--- src/rtl/t_ff_pkg.sv ---
// ============================================================================
// Module   : t_ff_pkg
// Brief    : Shared mode encoding for the T-FF bank.
// Revision : 1.0
// ============================================================================
`default_nettype none

package t_ff_pkg;

    localparam int MODE_W = 2;

    typedef enum logic [MODE_W-1:0] {
        MODE_IND  = 2'b00,
        MODE_UP   = 2'b01,
        MODE_DOWN = 2'b10,
        MODE_HOLD = 2'b11
    } mode_e;

endpackage : t_ff_pkg

`default_nettype wire

--- src/rtl/t_ff_cell.sv ---
// ============================================================================
// Module   : t_ff_cell
// Brief    : Single toggle flip-flop with async reset value, sync clear/load.
// Revision : 1.0
// ============================================================================
`default_nettype none

module t_ff_cell (
    input  logic clk,
    input  logic rst,
    input  logic rst_val,
    input  logic clr,
    input  logic load,
    input  logic d,
    input  logic t,
    output logic q
);

    always_ff @(posedge clk or negedge rst) begin
        if (!rst) begin
            q <= rst_val;
        end else if (clr) begin
            q <= 1'b0;
        end else if (load) begin
            q <= d;
        end else if (t) begin
            q <= ~q;
        end
    end

endmodule : t_ff_cell

`default_nettype wire

--- src/rtl/t_ff_bank.sv ---
// ============================================================================
// Module   : t_ff_bank
// Brief    : Bank of T-FF cells usable as independent toggles or an up/down
//            counter, with terminal count, wrap pulse and sticky overflow.
// Revision : 1.0
// ============================================================================
`default_nettype none

module t_ff_bank
    import t_ff_pkg::*;
#(
    parameter int               WIDTH     = 8,
    parameter logic [WIDTH-1:0] RESET_VAL = '0
) (
    input  logic              clk,
    input  logic              rst,
    input  logic [MODE_W-1:0] mode,
    input  logic [WIDTH-1:0]  t,
    input  logic              en,
    input  logic              clr,
    input  logic              load,
    input  logic [WIDTH-1:0]  din,
    output logic [WIDTH-1:0]  q,
    output logic              tc,
    output logic              wrap,
    output logic              ovf
);

    mode_e            mode_s;
    logic [WIDTH-1:0] tog;
    logic             carry;
    logic             all_ones;
    logic             all_zero;
    logic             wrap_next;

    assign mode_s   = mode_e'(mode);
    assign all_ones = &q;
    assign all_zero = ~|q;

    // Ripple enable: bit i toggles only when every lower bit is at its
    // terminal value (1 counting up, 0 counting down).
    always_comb begin
        tog       = '0;
        carry     = en;
        wrap_next = 1'b0;
        case (mode_s)
            MODE_IND: begin
                tog = t;
            end
            MODE_UP: begin
                for (int i = 0; i < WIDTH; i++) begin
                    tog[i] = carry;
                    carry  = carry & q[i];
                end
                wrap_next = en & all_ones;
            end
            MODE_DOWN: begin
                for (int i = 0; i < WIDTH; i++) begin
                    tog[i] = carry;
                    carry  = carry & ~q[i];
                end
                wrap_next = en & all_zero;
            end
            default: begin
                tog = '0;
            end
        endcase
    end

    generate
        for (genvar i = 0; i < WIDTH; i++) begin : g_cell
            t_ff_cell u_cell (
                .clk     (clk),
                .rst     (rst),
                .rst_val (RESET_VAL[i]),
                .clr     (clr),
                .load    (load),
                .d       (din[i]),
                .t       (tog[i]),
                .q       (q[i])
            );
        end
    endgenerate

    // Load suppresses the count, so it can never produce a wrap.
    always_ff @(posedge clk or negedge rst) begin
        if (!rst) begin
            wrap <= 1'b0;
            ovf  <= 1'b0;
        end else if (clr) begin
            wrap <= 1'b0;
            ovf  <= 1'b0;
        end else if (load) begin
            wrap <= 1'b0;
        end else begin
            wrap <= wrap_next;
            if (wrap_next) begin
                ovf <= 1'b1;
            end
        end
    end

    assign tc = ((mode_s == MODE_UP)   && all_ones) ||
                ((mode_s == MODE_DOWN) && all_zero);

endmodule : t_ff_bank

`default_nettype wire

--- config.mk ---
export PLATFORM = sky130hd
export DESIGN_NAME = t_ff_bank
export DESIGN_NICKNAME = d
export VERILOG_FILES = /design/src/rtl/t_ff_pkg.sv /design/src/rtl/t_ff_cell.sv /design/src/rtl/t_ff_bank.sv
export SDC_FILE = /design/constraint.sdc
export NUM_CORES = 1
export LEC_CHECK = 0
export ABC_AREA = 1
export BUFFER_PORTS_ARGS = -buffer_cell sky130_fd_sc_hd__buf_2
export CORE_MARGIN = 5
export CORE_UTILIZATION = 48
export CTS_CLUSTER_DIAMETER = 30
export CTS_CLUSTER_SIZE = 28
export DETAILED_ROUTE_END_ITERATION = 10
export PLACE_DENSITY = 0.89
export SYNTH_ARGS = -nofsm -noshare
export SYNTH_HDL_FRONTEND = slang
export SYNTH_SLANG_ARGS = --single-unit
--- constraint.sdc ---
create_clock -name clk -period 1.6 [get_ports clk]
set_clock_uncertainty 0.15 [all_clocks]
set_input_delay 0.16 -clock clk [delete_from_list [all_inputs] [get_ports clk]]
set_output_delay 0.16 -clock clk [all_outputs]
set_load 0.01 [all_outputs]
==> qor.yml <==
run_status: "finished with violations"
violations: "negative setup slack"
yosysSeqAreaShare_pct: 28.1
timing.rr.end: "g_cell[7].u_cell.q$_DFFE_PN0P_"
synth.ff_latch_count: 10
crit_top_cell: "sky130_fd_sc_hd__nand2_1"
dp.final_hpwl_mm: 1.79
critPathSlowestCell: "sky130_fd_sc_hd__dfrtp_2"
layout-area-overhead-vs-synth_pct: 34.0
synth-main-ff-cell: "sky130_fd_sc_hd__dfrtp_1"
hold-path-cell-count: 3
drt-pass1-iter-count: 4
gpl.final_weighted_congestion: 0.870
synth.lib_cells_used.distinct: 24
clock-root-buffer: "sky130_fd_sc_hd__clkbuf_4"
postSynthAreaPerCell_um2: 6.50
clk_latency_ps: 290
worst_path_largest_cell_delay_ps: 450
multiplexer_share_of_the_synthesized_area_pct: 1.26
design_power_total_w: 0.000839
path_class: "reg2out"
p_leak_nw: 0.669
chain_of_cells_forming_the_critical_path: "nor2_2 -> nand2_1 -> inv_1 -> nand4_1 -> nand2_1 -> buf_2"
std_cell_rows: 15
cts_htree_levels: 1
antenna_found_initial: 0
cap_viol_max_count: 0
post_synth_fa_ha_maj_area_fraction_pct: 5.62
number_of_routed_nets_with_antenna_violations: 0
number_of_enable_type_register_cells_in_the_synthesized_netlist: 0
grt_pass1_wl_mm: 4.28
grt_start_max_net_pins: 12
worst_ep_required_ps: 1290
boundaryPins: 34
first_global_vias: 1022
vias: 1085
path_clk_slew_ps: 80
remaining_drc_errors: 0
clock_sinks: 10
routed_wire_length_per_instance_um: 13.6
postSynthCellCount: 137
reg2regPathDepth: 9
synth_compound_gate_area_share_pct: 12.2
final_net_count: 207
postSynth.asyncResetShare_pct: 100
final_util_pct: 68.4
routed_vias_inst: 5.32
syn_nets: 164
detail_route.iter0.violations: 61
combinational_family_with_the_most_area_after_synthesis: "simple AND/OR/NAND/NOR gates"
dieHeight_um: 53.1
yosysWarnings: 0
input_output_buffers: 33
initial_utilization_pct: 51.0
grt.total_usage_pct: 20.9
setup-violations-final: 1
cp-end-kind: "primary output"
post-route-min-period_ps: 1710
final_area_um2: 1190
worstHoldEndpoint: "g_cell[0].u_cell.q$_DFFE_PN0P_"
detailed_place.area_um2: 1050
fin_worst_hold_slack_ps: 27.6
post_synth_xor_area_fraction_pct: 0
maxSlewViolCount: 0
power_density_nw_per_um2: 703
clock_tree.buffer_depth: 2
timing.critical_path.arrival_ps: 1400
mappedNetlistArea_um2: 891
timing.slew.headroom_pct: 83.2
setup_ws_ps: -113
postRouteWirelength_mm: 2.77
fin_crit_sh_pct: 107
die_width_um: 53.1
post_synth_and_or_nand_nor_area_fraction_pct: 36.8
synth_top_area_share_pct: 28.1
min-delay-path-class: "in2reg"
timing.critical_path.fanout_max: 4
setup.worst_path.start_class: "flip-flop"
achievable-frequency_mhz: 584
fraction_of_layout_cells_with_a_size_suffix_above_1_pct: 38.0
synthTopCellsByArea: "sky130_fd_sc_hd__dfrtp_1 28%, sky130_fd_sc_hd__nand2_1 19%, sky130_fd_sc_hd__buf_4 6.7%"
core_region_area_um2: 1750
setup.reg_to_reg.worst_slack_ps: 30
cts_tree: "yes"
timing_hold_violations_final: 0
cts-buffers-inserted: 3
max_slew.worst_pin.slew_ps: 252
antenna_cells_inserted: 0
worstReg2RegStart: "g_cell[0].u_cell.q$_DFFE_PN0P_"
fp.dieArea_um2: 2820
grt.overflow.total: 0
synth_area_leader_cell: "sky130_fd_sc_hd__dfrtp_1"
max-vdd-ir-drop_v: 0.000537
min_from: "din[0]"
grt_setup_unrepaired: "true"
## where the power goes
part / switching (W) / internal, W / leakage (nW)
sequential: 0.0000307 / 0.000277 / 0.126
combinational: 0.000153 / 0.000125 / 0.521
clock: 0.000114 / 0.000139 / 0.0210
## layout make-up
class | instances | area [um^2]
Clock buffer | 4 | 36.3
Fill cell | 159 | 552
Inverter | 19 | 72.6
Multi-Input combinational cell | 98 | 517
Sequential cell | 10 | 254
Tap cell | 25 | 31.3
Timing Repair Buffer | 48 | 283
## cell usage in the layout (no fill, tap or decap), types with 4 or more instances in the layout
| cell type | instances |
|---|---|
| sky130_fd_sc_hd__inv_1 | 15 |
| sky130_fd_sc_hd__nand3_1 | 10 |
| sky130_fd_sc_hd__dfrtp_1 | 7 |
| sky130_fd_sc_hd__nand2_1 | 45 |
| sky130_fd_sc_hd__nand4_1 | 5 |
| sky130_fd_sc_hd__ha_1 | 4 |
| sky130_fd_sc_hd__buf_2 | 33 |
| sky130_fd_sc_hd__o21ai_0 | 7 |
| sky130_fd_sc_hd__o21ai_1 | 7 |
| sky130_fd_sc_hd__buf_4 | 13 |
## sequential cells by signal, indices dropped and copies added, names as in the netlist
register         count
g_cell.u_cell.q      8
ovf                  1
wrap                 1
## worst max-delay path, delay by kind of cell (launching register included)
kind / cells / cell delay [ps]
simple gates: 4 / 460
buf+inv: 2 / 210
flops: 1 / 450
## worst max path at each step
stage,from,cells past startpoint,to
floorplan,mode[0],7,g_cell[1].u_cell.q$_DFFE_PN0P_
global placement,mode[0],7,g_cell[1].u_cell.q$_DFFE_PN0P_
detailed placement,mode[0],7,g_cell[1].u_cell.q$_DFFE_PN0P_
CTS,g_cell[5].u_cell.q$_DFFE_PN0P_,4,tc
global route,g_cell[3].u_cell.q$_DFFE_PN0P_,6,tc
finish,g_cell[3].u_cell.q$_DFFE_PN0P_,6,tc
## cells by family after synthesis
logic type | after synthesis
buf+inv | 29
compound gates | 20
simple gates | 73
mux | 1
fa+ha+maj | 4
flops | 10
## stage by stage
stage / TNS, ps / setup WS [ps] / std cells
finish: -113 / -113 / 204
global route: -507 / -183 / 204
CTS: -21.6 / -21.6 / 200
detailed placement: 0 / 48.2 / 189
global placement: 0 / 130 / 189
floorplan: 0 / 225 / 137
## Yosys cell counts (2+ instances only)
cell type                 count
sky130_fd_sc_hd__a22oi_1      2
sky130_fd_sc_hd__buf_4        8
sky130_fd_sc_hd__nand2_1     46
sky130_fd_sc_hd__o21ai_0      7
sky130_fd_sc_hd__ha_1         4
sky130_fd_sc_hd__inv_1       15
sky130_fd_sc_hd__nand4_1      5
sky130_fd_sc_hd__nand3_2      2
sky130_fd_sc_hd__inv_2        3
sky130_fd_sc_hd__a21oi_1      3
sky130_fd_sc_hd__o21ai_1      7
sky130_fd_sc_hd__nor2_1       5
sky130_fd_sc_hd__nand3_1     10
sky130_fd_sc_hd__dfrtp_1     10
## layer usage
metal	global-route usage (%)	share of wire [%]	up-vias
li1	-	-	521
met3	3.10	6.6	10
met4	14.0	2.5	0
met2	35.3	51	56
met1	24.2	39	498
met5	0	0	-
## repair_timing
item,CTS,global route
buffers inserted,5,4
hold buffers,2,0
resized for setup,4,4
hold endpoints to repair,11,0
pin swaps,0,7
endpoints found under the setup margin,1,3
Power figures use the tool's default switching activity.
